`src/rtl/alu_pkg.sv`:
```
// Shared types for the shift/ALU sequencer and its companion ALU.
package alu_pkg;

  typedef enum logic [3:0] {
    ALUOP_ADD = 4'd0,
    ALUOP_SUB = 4'd1,
    ALUOP_SHL = 4'd2,
    ALUOP_SHR = 4'd3,
    ALUOP_ROL = 4'd4,
    ALUOP_ROR = 4'd5
  } alu_op_e;

  typedef enum logic [1:0] {
    SEQ_IDLE = 2'd0,
    SEQ_RUN  = 2'd1,
    SEQ_DONE = 2'd2
  } seq_state_e;

  localparam int unsigned DATA_W = 16;
  localparam int unsigned CNT_W  = 8;

endpackage

```
`src/rtl/alu_shift_seq.sv`:
```
// Iterates an external one-step ALU N times over an accumulator.
// ALU_SHIFT_SEQ_COUNT_MASK_EN: when defined, shift/rotate amounts use count[4:0] only.
//
// state | meaning
// IDLE  | waiting for start; result holds last value
// RUN   | one ALU step per cycle, N counts down to 1
// DONE  | done pulse, result valid, start still ignored
module alu_shift_seq
  import alu_pkg::*;
(
  input  logic              clk,
  input  logic              reset_n,
  input  logic              start,
  input  logic [3:0]        op,
  input  logic [DATA_W-1:0] operand,
  input  logic [DATA_W-1:0] operand_b,
  input  logic [CNT_W-1:0]  count,
  output logic              busy,
  output logic              done,
  output logic [DATA_W-1:0] result,
  output logic [3:0]        alu_op,
  output logic [DATA_W-1:0] alu_a,
  output logic [DATA_W-1:0] alu_b,
  input  logic [DATA_W-1:0] alu_r
);

  seq_state_e        state_q;
  logic [3:0]        op_q;
  logic [DATA_W-1:0] acc_q;
  logic [DATA_W-1:0] b_q;
  logic [CNT_W-1:0]  n_q;
  logic [CNT_W-1:0]  n_d;
  logic [DATA_W-1:0] result_q;
  logic              busy_q;
  logic              done_q;

  always_comb begin
    n_d = '0;
    case (op)
      ALUOP_ADD, ALUOP_SUB: n_d = 8'd1;
      ALUOP_SHL, ALUOP_SHR, ALUOP_ROL, ALUOP_ROR: begin
`ifdef ALU_SHIFT_SEQ_COUNT_MASK_EN
        n_d = {3'b000, count[4:0]};
`else
        n_d = count;
`endif
      end
      default: n_d = '0;
    endcase
  end

  // result/done are loaded on the edge entering DONE so they appear together.
  always_ff @(posedge clk or negedge reset_n) begin
    if (!reset_n) begin
      state_q  <= SEQ_IDLE;
      op_q     <= ALUOP_ADD;
      acc_q    <= '0;
      b_q      <= '0;
      n_q      <= '0;
      result_q <= '0;
      busy_q   <= 1'b0;
      done_q   <= 1'b0;
    end else begin
      case (state_q)
        SEQ_IDLE: begin
          done_q <= 1'b0;
          if (start) begin
            op_q   <= op;
            acc_q  <= operand;
            b_q    <= operand_b;
            n_q    <= n_d;
            busy_q <= 1'b1;
            if (n_d == '0) begin
              state_q  <= SEQ_DONE;
              result_q <= operand;
              done_q   <= 1'b1;
            end else begin
              state_q <= SEQ_RUN;
            end
          end
        end
        SEQ_RUN: begin
          acc_q <= alu_r;
          n_q   <= n_q - 8'd1;
          if (n_q == 8'd1) begin
            state_q  <= SEQ_DONE;
            result_q <= alu_r;
            done_q   <= 1'b1;
          end
        end
        SEQ_DONE: begin
          done_q  <= 1'b0;
          busy_q  <= 1'b0;
          state_q <= SEQ_IDLE;
        end
        default: begin
          done_q  <= 1'b0;
          busy_q  <= 1'b0;
          state_q <= SEQ_IDLE;
        end
      endcase
    end
  end

  assign busy   = busy_q;
  assign done   = done_q;
  assign result = result_q;
  assign alu_op = op_q;
  assign alu_a  = acc_q;
  assign alu_b  = b_q;

endmodule

```
`config.mk`:
```
export PLATFORM = sky130hd
export DESIGN_NAME = alu_shift_seq
export DESIGN_NICKNAME = d
export VERILOG_FILES = /design/src/rtl/alu_pkg.sv /design/src/rtl/alu_shift_seq.sv
export SDC_FILE = /design/constraint.sdc
export NUM_CORES = 1
export LEC_CHECK = 0
export BUFFER_PORTS_ARGS = -buffer_cell sky130_fd_sc_hd__buf_2
export CORE_ASPECT_RATIO = 0.7
export CORE_MARGIN = 1.5
export CORE_UTILIZATION = 54
export CTS_BUF_LIST = sky130_fd_sc_hd__clkbuf_4 sky130_fd_sc_hd__clkbuf_8
export DETAILED_ROUTE_END_ITERATION = 12
export PLACE_DENSITY = 0.84
export SYNTH_ARGS = -nofsm -noshare
export SYNTH_HDL_FRONTEND = slang
export SYNTH_SLANG_ARGS = --single-unit
```
`constraint.sdc`:
```
create_clock -name clk -period 3.2 [get_ports clk]
set_clock_uncertainty 0.05 [all_clocks]
set_input_delay 0.48 -clock clk [delete_from_list [all_inputs] [get_ports clk]]
set_output_delay 0.48 -clock clk [all_outputs]
set_load 0.01 [all_outputs]
```
==> summary.txt <==
Status
  – Run status: finished clean

Placement
  – Dpl hpwl: 5.07 mm
  – GPL Wtd Cong: 0.835
  – Dpl cell area: 3650 µm²
  – I/O Buffers: between 100 and 150

STA
  – Final Max Slew Viols: 0
  – Final setup vio count: 0
  – Fin crit share: 67.4%
  – Count of final hold-check violations: 0
  – Peak Freq: between 400 and 500 MHz
  – Worst-margin pin slew: 0.774 ns
  – Rel. slew slack: 48.4%
  – Setup TNS: 0 ns
  – RSZ-0062 raised after global routing: no
  – Fin crit period: 2.16 ns

Floorplanning
  – Core box area: around 5300 µm²
  – Ports: ~120
  – Die width: 92.2 µm
  – Die Y: 65.4 µm
  – Die ar.: 6030 µm²
  – Row count: 22
  – Initial Utilization: 56.6%

Detailed routing
  – Final wirelength: 7.16 mm
  – Vias per cell: 5.27
  – Vias: approximately 2,600
  – 1st-iter DRT viols: approximately 140
  – First-pass DRT Iterations: 4
  – DRC viols: 0
  – Antenna violation net count after detailed routing: 0
  – Routed wire per std cell: between 10 and 15 µm

Global routing
  – Vias in the first global route: 2,526
  – Grt total ovfl: 0
  – First-pass GRT wire length: approximately 12 mm
  – Initial antenna violation count: 0
  – Largest net degree at the start of global routing: 65
  – GRT Total Usage: roughly a quarter

Finish
  – Syn-to-layout area delta: 28.8%
  – Final cell area excluding filler cells: about 3900 µm²
  – Most frequent cells in the layout: buf_2 (116), nand2_1 (112), dfrtp_1 (64), o21ai_0 (20), mux2i_1 (17)
  – Most common library cell in the layout ignoring fill and taps: buf_2
  – Inserted Diodes: 0
  – Nets@finish: 484
  – FILL cells: 403
  – Layout cell share with drive strength beyond 1: 38.7%

Pwr
  – Leakage power: approximately 0.0021 µW
  – Max VDD drop: between 0.4 and 0.5 mV
  – Clk pwr share: between 10% and 20%
  – Power per cell area: 1030 nW/µm²
  – P_sw: 1540 µW
  – Int Power: 2450 µW
  – Seq pwr share: a little under two fifths
  – Switching fraction of total power: 38.5%
  – Gate power share: 43.9%

Setup path
  – Crit path largest cell delay: 0.42 ns
  – Crit Path Max Fanout: 18
  – Critical path cell sequence: inv_1 > ha_1 > nor3b_1 > a31oi_1 > nor3_4 > buf_4 > mux2_2
  – Startpoint types: register
  – CP top delay family: simple AND/OR/NAND/NOR gates
  – Critical Path RT: 3.38 ns
  – Worst setup EP type: register
  – Worst EP arrival: around 2.3 ns
  – Crit path buf inv count: 2
  – Slowest cell on crit path: dfrtp_1
  – Setup CP Type: register to register

CTS
  – Resized cells post-CTS: 0
  – CTS Sinks: 64
  – Clock root buffer: clkbuf_8
  – H-tree depth: 3
  – Setup Fix Bufs, Post-CTS: 0
  – CTS tree: done
  – Worst-case clock buffer depth: 2
  – CTS Hold Bufs: 0
  – CTS buffer count: 9
  – Worst-Skew Late Latency: 0.34 ns
  – Register clock-pin slew on the reported worst setup and hold paths: roughly 0.060 ns

Worst hold path
  – Hold Crit Class: primary input to asynchronous set/reset pin

Logic synthesis
  – Post-synthesis sequential area ratio: 53.3%
  – Yosys Warn Count: 0
  – Mapped Avg Cell Area: 9.99 µm²
  – Mapped Cells: 301
  – Post-synth top flop: dfrtp_1
  – Cell Area, Synth: about 3000 µm²
  – Syn Nets: roughly 370
  – Seq cells post-synth: 64
  – Synth cell types: 42
  – Async SR Flop Fraction: 100%
  – Post-synth EDFFs: 0

Flow run
  – Max capacitance violation total: 0
routing by layer:
| metal | wire length (µm) | global-route usage [%] |
|---|---|---|
| met5 | 0 | 0 |
| met4 | 87 | 7.50 |
| met3 | 691 | 10.1 |
| met2 | 3370 | 41.7 |
| met1 | 3010 | 32.0 |
area by class of cell:
type / instances / area [µm²] / area share [%]
multi-input combinational: 218 / 1320 / 34.1
sequential: 64 / 1600 / 41.3
timing repair buffer: 122 / 626 / 16.1
clock buffer: 14 / 186 / 4.81
inverter: 4 / 15.0 / 0.388
clock inverter: 2 / 35.0 / 0.904
tap: 72 / 90.1 / 2.33
power groups by stage:
stage / registers [µW] / clock network [µW] / logic, µW
after floorplan: 1610 / 0 / 989
after global placement: 1480 / 0 / 1690
after detailed placement: 1490 / 0 / 1770
after CTS: 1490 / 757 / 1760
after global routing: 1540 / 796 / 1950
final: 1490 / 746 / 1750
through the flow:
| step | hold WS, ns | worst slack, ns | std cells | utilization, % | total power [µW] |
|---|---|---|---|---|---|
| after global routing | 0.276 | 0.920 | 496 | 72.9 | 4290 |
| after CTS | 0.266 | 1.05 | 496 | 72.9 | 4010 |
| after global placement | 0.402 | 1.09 | 480 | 68.7 | 3170 |
| final | 0.246 | 1.04 | 496 | 72.9 | 3990 |
| after floorplan | 0.134 | 1.23 | 301 | - | 2600 |
| after detailed placement | 0.408 | 1.01 | 480 | 68.7 | 3250 |
registers in the layout (all words and copies together) (netlist names):
signal / flops
alu_op: 4
state_q: 2
busy: 1
result: 16
alu_b: 16
alu_a: 16
n_q: 8
done: 1
path summary, 6_finish.rpt:
path	slack, ns	startpoint	depth (start not counted)	endpoint
setup / recovery	1.04	n_q[1]	7	result[13]
hold / removal	0.25	reset_n	2	alu_b[2]
setup reg to reg	1.04	n_q[1]	7	result[13]
hold reg to reg	0.42	alu_op[0]	2	alu_op[0]
max in group asynchronous	2.35	reset_n	2	done
min in group clk	0.28	operand_b[15]	3	alu_b[15]
synth_stat cells (all sizes together), types with 2 or more instances:
library cell	n	area share, %
nand2	112	14
inv	4	0.50
a311oi	2	0.58
nor2	6	0.75
or3	2	0.42
or4	2	0.62
dfrtp	64	53
mux2	16	7.0
ha	2	0.83
a21oi	10	1.7
a311o	2	0.67
o311a	2	0.67
mux2i	17	5.7
a21o	2	0.50
a211oi	2	0.67
clkbuf	9	1.1
buf	6	1.3
nor3b	2	0.87
nand2b	2	0.42
o21ai	20	3.3
nor4	4	1.5
logic make-up (layout without fill, tap and decap cells):
kind of cell	Yosys count	after routing	share of synthesized area, %
compound gates	47	47	9.99
xor+xnor	1	1	0.291
fa+ha+maj	2	2	0.832
buf+inv	19	142	2.91
flops	64	64	53.3
mux	33	33	12.7
simple gates	135	135	20.1
worst reg2reg max path: stages, from the launching register on:
cell and delay [ns]:
dfrtp_1 0.42, inv_1 0.11, ha_1 0.15, nor3b_1 0.29
a31oi_1 0.20, nor3_4 0.14, buf_4 0.30, mux2_2 0.39
Note: power is estimated with default switching activity, not from simulation.
